[config.mk]
export PLATFORM = sky130hd
export DESIGN_NAME = sprite_loc_ctrl_flat
export DESIGN_NICKNAME = d
export VERILOG_FILES = /design/src/rtl/sprite_loc_ctrl_if.sv /design/src/rtl/sprite_loc_ctrl.sv /design/src/flat_wrapper.sv
export SDC_FILE = /design/constraint.sdc
export NUM_CORES = 1
export LEC_CHECK = 0
export ABC_AREA = 1
export CORE_ASPECT_RATIO = 1.25
export CORE_MARGIN = 2
export CORE_UTILIZATION = 49
export DETAILED_ROUTE_END_ITERATION = 12
export PLACE_DENSITY = 0.83
export SYNTH_ARGS = -nofsm -noshare
export SYNTH_HDL_FRONTEND = slang
export SYNTH_SLANG_ARGS = --single-unit
[constraint.sdc]
create_clock -name CLOCK_50 -period 4 [get_ports CLOCK_50]
set_clock_uncertainty 0.15 [all_clocks]
set_input_delay 1 -clock CLOCK_50 [delete_from_list [all_inputs] [get_ports CLOCK_50]]
set_output_delay 1 -clock CLOCK_50 [all_outputs]
set_load 0.01 [all_outputs]
[src/rtl/sprite_loc_ctrl_if.sv]
// Controller-side bus of sprite_loc_ctrl: wall-map read port plus the
// move handshake towards the map-RAM writer.
interface sprite_loc_ctrl_if #(
  parameter int X_W  = 6,
  parameter int Y_W  = 5,
  parameter int ID_W = 2
);
  logic            wall_rd_en;
  logic [X_W-1:0]  wall_rd_x;
  logic [Y_W-1:0]  wall_rd_y;
  logic            wall_rd_data;
  logic            wr_req;
  logic [ID_W-1:0] wr_id;
  logic [X_W-1:0]  wr_old_x;
  logic [Y_W-1:0]  wr_old_y;
  logic [X_W-1:0]  wr_new_x;
  logic [Y_W-1:0]  wr_new_y;
  logic            done;

  modport master (
    output wall_rd_en, wall_rd_x, wall_rd_y,
    output wr_req, wr_id, wr_old_x, wr_old_y, wr_new_x, wr_new_y,
    input  wall_rd_data, done
  );

  modport slave (
    input  wall_rd_en, wall_rd_x, wall_rd_y,
    input  wr_req, wr_id, wr_old_x, wr_old_y, wr_new_x, wr_new_y,
    output wall_rd_data, done
  );
endinterface

[src/rtl/sprite_loc_ctrl.sv]
// Sprite location controller: round-robin move arbitration, wall check and
// hand-off to the map-RAM writer. Define SPRITE_WRAP_EN to wrap at map edges.
module sprite_loc_ctrl #(
  parameter int NUM_SPR = 4,
  parameter int X_W     = 6,
  parameter int Y_W     = 5,
  parameter int MAP_W   = 40,
  parameter int MAP_H   = 30,
  parameter logic [NUM_SPR*(X_W+Y_W)-1:0] START_XY = {NUM_SPR{6'd20, 5'd20}},
  parameter int ID_W    = (NUM_SPR > 1) ? $clog2(NUM_SPR) : 1
) (
  input  logic                    CLOCK_50,
  input  logic                    reset_n,
  input  logic [4*NUM_SPR-1:0]    dir,
  sprite_loc_ctrl_if.master       bus,
  output logic                    blocked,
  output logic [ID_W-1:0]         blocked_id,
  output logic [NUM_SPR*X_W-1:0]  curr_x,
  output logic [NUM_SPR*Y_W-1:0]  curr_y,
  output logic                    busy
);

  localparam int XY_W = X_W + Y_W;
  localparam logic [X_W-1:0]  X_MAX   = X_W'(MAP_W - 1);
  localparam logic [Y_W-1:0]  Y_MAX   = Y_W'(MAP_H - 1);
  localparam logic [X_W-1:0]  X_ONE   = X_W'(1);
  localparam logic [Y_W-1:0]  Y_ONE   = Y_W'(1);
  localparam logic [ID_W-1:0] LAST_ID = ID_W'(NUM_SPR - 1);
`ifdef SPRITE_WRAP_EN
  localparam bit WRAP = 1'b1;
`else
  localparam bit WRAP = 1'b0;
`endif

  typedef enum logic [1:0] {
    ST_IDLE  = 2'd0,
    ST_CHECK = 2'd1,
    ST_WAIT  = 2'd2,
    ST_WRITE = 2'd3
  } state_t;

  function automatic logic [ID_W-1:0] next_id(input logic [ID_W-1:0] id);
    if (id == LAST_ID) begin
      return '0;
    end else begin
      return id + ID_W'(1);
    end
  endfunction

  state_t          state;
  logic [ID_W-1:0] rr_ptr;
  logic [ID_W-1:0] cur_id;
  logic [X_W-1:0]  pos_x [NUM_SPR];
  logic [Y_W-1:0]  pos_y [NUM_SPR];
  logic [X_W-1:0]  old_x;
  logic [Y_W-1:0]  old_y;
  logic [X_W-1:0]  cand_x;
  logic [Y_W-1:0]  cand_y;

  logic            found;
  logic [ID_W-1:0] sel_id;
  logic [3:0]      sel_dir;
  logic [X_W-1:0]  sel_x;
  logic [Y_W-1:0]  sel_y;
  logic [X_W-1:0]  nxt_x;
  logic [Y_W-1:0]  nxt_y;
  logic            at_edge;
  logic            edge_rej;

  // Round-robin search: first sprite at or after rr_ptr with a direction held.
  always_comb begin
    int idx;
    idx     = 0;
    found   = 1'b0;
    sel_id  = rr_ptr;
    sel_dir = 4'd0;
    for (int k = 0; k < NUM_SPR; k++) begin
      idx = int'(rr_ptr) + k;
      idx = (idx >= NUM_SPR) ? idx - NUM_SPR : idx;
      if (!found && (dir[4*idx +: 4] != 4'd0)) begin
        found   = 1'b1;
        sel_id  = ID_W'(idx);
        sel_dir = dir[4*idx +: 4];
      end else begin
        found   = found;
      end
    end
  end

  assign sel_x = pos_x[sel_id];
  assign sel_y = pos_y[sel_id];

  // Candidate tile, priority up > down > left > right; edges always wrap here
  // and are rejected afterwards when wrapping is disabled.
  always_comb begin
    nxt_x   = sel_x;
    nxt_y   = sel_y;
    at_edge = 1'b0;
    if (sel_dir[3]) begin
      at_edge = (sel_y == '0);
      nxt_y   = at_edge ? Y_MAX : sel_y - Y_ONE;
    end else if (sel_dir[2]) begin
      at_edge = (sel_y == Y_MAX);
      nxt_y   = at_edge ? '0 : sel_y + Y_ONE;
    end else if (sel_dir[1]) begin
      at_edge = (sel_x == '0);
      nxt_x   = at_edge ? X_MAX : sel_x - X_ONE;
    end else if (sel_dir[0]) begin
      at_edge = (sel_x == X_MAX);
      nxt_x   = at_edge ? '0 : sel_x + X_ONE;
    end else begin
      at_edge = 1'b0;
    end
  end

  assign edge_rej = at_edge && !WRAP;

  for (genvar i = 0; i < NUM_SPR; i++) begin : g_curr
    assign curr_x[i*X_W +: X_W] = pos_x[i];
    assign curr_y[i*Y_W +: Y_W] = pos_y[i];
  end

  assign busy = (state != ST_IDLE);

  // Move FSM: latch request, read wall map, hand the move to the writer.
  always_ff @(posedge CLOCK_50) begin
    if (!reset_n) begin
      state          <= ST_IDLE;
      rr_ptr         <= '0;
      cur_id         <= '0;
      old_x          <= '0;
      old_y          <= '0;
      cand_x         <= '0;
      cand_y         <= '0;
      blocked        <= 1'b0;
      blocked_id     <= '0;
      bus.wall_rd_en <= 1'b0;
      bus.wall_rd_x  <= '0;
      bus.wall_rd_y  <= '0;
      bus.wr_req     <= 1'b0;
      bus.wr_id      <= '0;
      bus.wr_old_x   <= '0;
      bus.wr_old_y   <= '0;
      bus.wr_new_x   <= '0;
      bus.wr_new_y   <= '0;
      for (int i = 0; i < NUM_SPR; i++) begin
        pos_x[i] <= START_XY[i*XY_W + Y_W +: X_W];
        pos_y[i] <= START_XY[i*XY_W +: Y_W];
      end
    end else begin
      blocked        <= 1'b0;
      bus.wall_rd_en <= 1'b0;
      case (state)
        ST_IDLE: begin
          if (found) begin
            cur_id <= sel_id;
            old_x  <= sel_x;
            old_y  <= sel_y;
            cand_x <= nxt_x;
            cand_y <= nxt_y;
            if (edge_rej) begin
              blocked    <= 1'b1;
              blocked_id <= sel_id;
              rr_ptr     <= next_id(sel_id);
            end else begin
              state          <= ST_CHECK;
              bus.wall_rd_en <= 1'b1;
              bus.wall_rd_x  <= nxt_x;
              bus.wall_rd_y  <= nxt_y;
            end
          end else begin
            state <= ST_IDLE;
          end
        end
        ST_CHECK: begin
          state <= ST_WAIT;
        end
        ST_WAIT: begin
          if (bus.wall_rd_data) begin
            blocked    <= 1'b1;
            blocked_id <= cur_id;
            rr_ptr     <= next_id(cur_id);
            state      <= ST_IDLE;
          end else begin
            state        <= ST_WRITE;
            bus.wr_req   <= 1'b1;
            bus.wr_id    <= cur_id;
            bus.wr_old_x <= old_x;
            bus.wr_old_y <= old_y;
            bus.wr_new_x <= cand_x;
            bus.wr_new_y <= cand_y;
          end
        end
        ST_WRITE: begin
          if (bus.done) begin
            pos_x[cur_id] <= cand_x;
            pos_y[cur_id] <= cand_y;
            bus.wr_req    <= 1'b0;
            rr_ptr        <= next_id(cur_id);
            state         <= ST_IDLE;
          end else begin
            state <= ST_WRITE;
          end
        end
        default: begin
          state <= ST_IDLE;
        end
      endcase
    end
  end

endmodule

[src/flat_wrapper.sv]
// flat-port wrapper written by rule: the top's interface ports become plain ports
module sprite_loc_ctrl_flat 
#(
  parameter int NUM_SPR = 4,
  parameter int X_W     = 6,
  parameter int Y_W     = 5,
  parameter int MAP_W   = 40,
  parameter int MAP_H   = 30,
  parameter logic [NUM_SPR*(X_W+Y_W)-1:0] START_XY = {NUM_SPR{6'd20, 5'd20}},
  parameter int ID_W    = (NUM_SPR > 1) ? $clog2(NUM_SPR) : 1
)
  (CLOCK_50, reset_n, dir, blocked, blocked_id, curr_x, curr_y, busy, bus_wall_rd_en, bus_wall_rd_x, bus_wall_rd_y, bus_wr_req, bus_wr_id, bus_wr_old_x, bus_wr_old_y, bus_wr_new_x, bus_wr_new_y, bus_wall_rd_data, bus_done);
  sprite_loc_ctrl_if #(.X_W(X_W), .Y_W(Y_W), .ID_W(ID_W)) bus_i ();
  input  logic CLOCK_50;
  input  logic reset_n;
  input  logic [4*NUM_SPR-1:0] dir;
  output logic blocked;
  output logic [ID_W-1:0] blocked_id;
  output logic [NUM_SPR*X_W-1:0] curr_x;
  output logic [NUM_SPR*Y_W-1:0] curr_y;
  output logic busy;
  output wire logic [$bits(bus_i.wall_rd_en)-1:0] bus_wall_rd_en;
  output wire logic [$bits(bus_i.wall_rd_x)-1:0] bus_wall_rd_x;
  output wire logic [$bits(bus_i.wall_rd_y)-1:0] bus_wall_rd_y;
  output wire logic [$bits(bus_i.wr_req)-1:0] bus_wr_req;
  output wire logic [$bits(bus_i.wr_id)-1:0] bus_wr_id;
  output wire logic [$bits(bus_i.wr_old_x)-1:0] bus_wr_old_x;
  output wire logic [$bits(bus_i.wr_old_y)-1:0] bus_wr_old_y;
  output wire logic [$bits(bus_i.wr_new_x)-1:0] bus_wr_new_x;
  output wire logic [$bits(bus_i.wr_new_y)-1:0] bus_wr_new_y;
  input wire logic [$bits(bus_i.wall_rd_data)-1:0] bus_wall_rd_data;
  input wire logic [$bits(bus_i.done)-1:0] bus_done;
  assign bus_wall_rd_en = bus_i.wall_rd_en;
  assign bus_wall_rd_x = bus_i.wall_rd_x;
  assign bus_wall_rd_y = bus_i.wall_rd_y;
  assign bus_wr_req = bus_i.wr_req;
  assign bus_wr_id = bus_i.wr_id;
  assign bus_wr_old_x = bus_i.wr_old_x;
  assign bus_wr_old_y = bus_i.wr_old_y;
  assign bus_wr_new_x = bus_i.wr_new_x;
  assign bus_wr_new_y = bus_i.wr_new_y;
  assign bus_i.wall_rd_data = bus_wall_rd_data;
  assign bus_i.done = bus_done;
  sprite_loc_ctrl #(.NUM_SPR(NUM_SPR), .X_W(X_W), .Y_W(Y_W), .MAP_W(MAP_W), .MAP_H(MAP_H), .START_XY(START_XY), .ID_W(ID_W)) u_core (.CLOCK_50(CLOCK_50), .reset_n(reset_n), .dir(dir), .bus(bus_i), .blocked(blocked), .blocked_id(blocked_id), .curr_x(curr_x), .curr_y(curr_y), .busy(busy));
endmodule
==> results.ini <==
[timing]
finalSetupViolations = 0
hold_violations = 0
fin_crit_sh = 0.945
slew_headroom = 0.631
worst_pin_slew_ps = 554
drv_slew = 0
min_period_ps = 3780
fmaxAchievable_ghz = 0.264

[power]
pwr-share-clk = 0.138
comb_power_share = 0.614
p_leak_nw = 3.95
power.share.sequential = 0.248
peakVddDrop_mv = 0.427
internal_power_w = 0.00372
power_density_mw_per_mm2 = 795
netSwitchingFraction = 0.450
switching_power_w = 0.00304
p_total_w = 0.00676

[critical_path]
end_kind = register
cp_slowest_cell = ha_1
slowest_delay_ps = 390
arrival_ps = 3920
path_common_cell = nand2_1
worst-path-buf-inv = 6
critPathLaunchType = register
worst-setup-path-type = reg2reg
path_max_fanout = 10
cp_top_family = simple AND/OR/NAND/NOR gates
crit_required_ps = 4130

[yosys]
synthArstFlopShare = 0
synthFlopType = dfxtp_1
post-synth-top-count-cell = nand2_1
seq_area_frac_synth = 0.430
syn_nets = 871
synth_cells = 838
avgSynthCellArea_um2 = 7.44
synth_top_cell_by_area = dfxtp_1
synth_cell_types = 38
yosysTopAreaCellShare = 0.218
yosys_warnings = 0
yosys-top-cells-count = 204 x nand2_1, 110 x inv_1, 83 x nand3_1
ys_seq_elements = 112
synth-edff-count = 44
syn_area_mm2 = 0.00623
synthTopCellsByArea = dfxtp_1 22%, edfxtp_1 21%, nand2_1 12%, nand3_1 6.7%, inv_1 6.6%

[detailed_routing]
ant_nets = 0
viasPerCell = 5.36
route.final.wire_length_um = 18800
drtIter0Drc = 563
drcViolationCount = 0
wl_per_cell_um = 15.8
vias = 6410
dr.pass1.iters = 5

[layout]
drive_above_1_share = 0.195
fillCellCount = 1018
syn_to_final_growth_pct = 36.6
multiInputGateArea_mm2 = 0.00303
final_nets = 1055
final_cell_area_mm2 = 0.00851
antenna_cells = 0
seq_area_mm2 = 0.00268

[global_routing]
grt_pass1_vias = 6005
grt_pass1_wl_um = 29800
gr-usage-all-layers = 0.274
overflow = 0
grt_max_degree = 65
antenna_found_initial = 0

[clocking]
clock-sinks = 112
clock_path_buffers = 2
cts_tree = built
cts_buffers = 9
clkLatencyLatePin_ps = 360
htreeDepth = 3
cts_root_buffer = clkbuf_16
clkSlewWorstSetupHoldPaths_ps = 70

[flow_run]
cap_viol_max_count = 0

[floorplan]
core-area_mm2 = 0.0125
die_w_um = 105
floorplan.initialDensity = 0.497
row_count = 46
die-height_um = 130
design.portCount = 105
die_area_mm2 = 0.0136

[worst_hold_path]
hp-class = reg2reg

[placement]
postPlaceCellArea_mm2 = 0.00803
gp_congestion = 0.958
hpwl_um = 13800
port_buffers = 104

[outcome]
outcome = completed

[sequential cells by signal, indices dropped and copies added (netlist names)]
name                   count
u_core.blocked             1
u_core.blocked_id          2
u_core.bus.wall_rd_en      1
u_core.bus.wall_rd_x       6
u_core.bus.wall_rd_y       5
u_core.bus.wr_id           2
u_core.bus.wr_new_x        6
u_core.bus.wr_new_y        5
u_core.bus.wr_old_x        6
u_core.bus.wr_old_y        5
u_core.bus.wr_req          1
u_core.cand_x              6
u_core.cand_y              5
u_core.cur_id              2
u_core.old_x               6
u_core.old_y               5
u_core.pos_x              24
u_core.pos_y              20
u_core.rr_ptr              2
u_core.state               2
[layer usage]
metal,vias up,global-route usage,part of all wire
met3,60,0.0475,0.066
li1,3080,-,-
met1,2946,0.326,0.39
met5,-,0,0
met4,0,0.129,0.043
met2,324,0.486,0.50
[path summary, 6_finish.rpt]
kind,start,end,slack (ps),depth (start not counted)
worst max-delay path,u_core.rr_ptr[0]$_SDFFE_PN0P_,u_core.bus.wall_rd_y[4]$_SDFFE_PN0P_,220,25
worst min register to register,u_core.bus.wr_old_x[3]$_SDFFE_PN0P_,u_core.bus.wr_old_x[3]$_SDFFE_PN0P_,290,2
worst min-delay path,u_core.bus.wr_old_x[3]$_SDFFE_PN0P_,u_core.bus.wr_old_x[3]$_SDFFE_PN0P_,290,2
worst max register to register,u_core.rr_ptr[0]$_SDFFE_PN0P_,u_core.bus.wall_rd_y[4]$_SDFFE_PN0P_,220,25
[stage by stage]
stage               instances   util  hold slack [ps]  setup TNS, ps  setup WS, ps
finish                   1195  0.678              294              0           219
global route             1195  0.678              320          -10.3         -8.61
CTS                      1192  0.664              299              0          31.4
detailed placement       1176  0.640              286          -6440          -297
global placement         1176  0.640              286          -4110          -193
floorplan                 838      -              292              0           134
[cell type report]
| cell class | instances | area share |
|---|---|---|
| Multi-Input combinational cell | 578 | 0.356 |
| Sequential cell | 112 | 0.315 |
| Timing Repair Buffer | 202 | 0.215 |
| Inverter | 119 | 0.0529 |
| Clock buffer | 9 | 0.0265 |
| Tap cell | 168 | 0.0247 |
| Clock inverter | 7 | 0.00911 |
[power groups by stage]
stage / Sequential [W] / Clock, W / Combinational [W]
finish: 0.00168 / 0.000933 / 0.00415
global route: 0.00170 / 0.000986 / 0.00455
CTS: 0.00167 / 0.000935 / 0.00396
detailed placement: 0.00169 / 0 / 0.00389
global placement: 0.00170 / 0 / 0.00384
floorplan: 0.00170 / 0 / 0.00222
[layout by cell type (no fill, tap or decap), types with 3 or more instances in the layout]
| cell | synthesis | final |
|---|---|---|
| a21oi_1 | 63 | 62 |
| ha_1 | 13 | 11 |
| nand2_2 | 25 | 32 |
| clkdlybuf4s50_1 | 0 | 87 |
| o21ai_1 | 4 | 3 |
| nand3_1 | 83 | 75 |
| inv_2 | 7 | 8 |
| dfxtp_1 | 68 | 68 |
| edfxtp_1 | 44 | 44 |
| buf_4 | 3 | 95 |
| clkinv_2 | 1 | 3 |
| nor2_2 | 4 | 4 |
| nand4_1 | 5 | 5 |
| nor2_1 | 68 | 67 |
| o21ai_0 | 52 | 52 |
| nor2_4 | 5 | 6 |
| clkbuf_16 | 0 | 9 |
| nand2_1 | 204 | 195 |
| nand3b_1 | 7 | 7 |
| nand2_4 | 9 | 9 |
| dlymetal6s2s_1 | 0 | 16 |
| nand3_2 | 6 | 14 |
| xor2_1 | 5 | 5 |
| inv_1 | 110 | 108 |
| o211ai_1 | 11 | 11 |
[worst reg2reg max path: stages (launching register included)]
cell	delay (ps)
dfxtp_1	360
inv_2	70
ha_1	390
clkinv_2	170
nand3_1	120
nand3_2	130
nand2_4	80
nor2_4	170
nand2_2	90
nor2_4	150
nand3_4	120
nand2_8	130
buf_4	120
nand2_1	50
nand3_1	80
nand2_1	90
buf_4	160
inv_1	70
ha_1	170
inv_1	60
nor2_1	150
xor2_1	190
nand2_1	70
nand2_1	50
o21ai_0	150
a21oi_1	200
[kinds of logic after synthesis]
group	count (synthesis)	share of synthesized area
buf+inv	148	0.102
compound gates	139	0.119
fa+ha+maj	13	0.0261
flops	112	0.430
xor+xnor	5	0.00703
simple gates	421	0.315
[timing repair]
item                       4_1_cts  5_1_grt
setup buffers                    0        3
gates resized for setup          0       47
setup endpoints to repair        0       29
hold buffers                     0        0
Note: power is estimated with default switching activity, not from simulation.
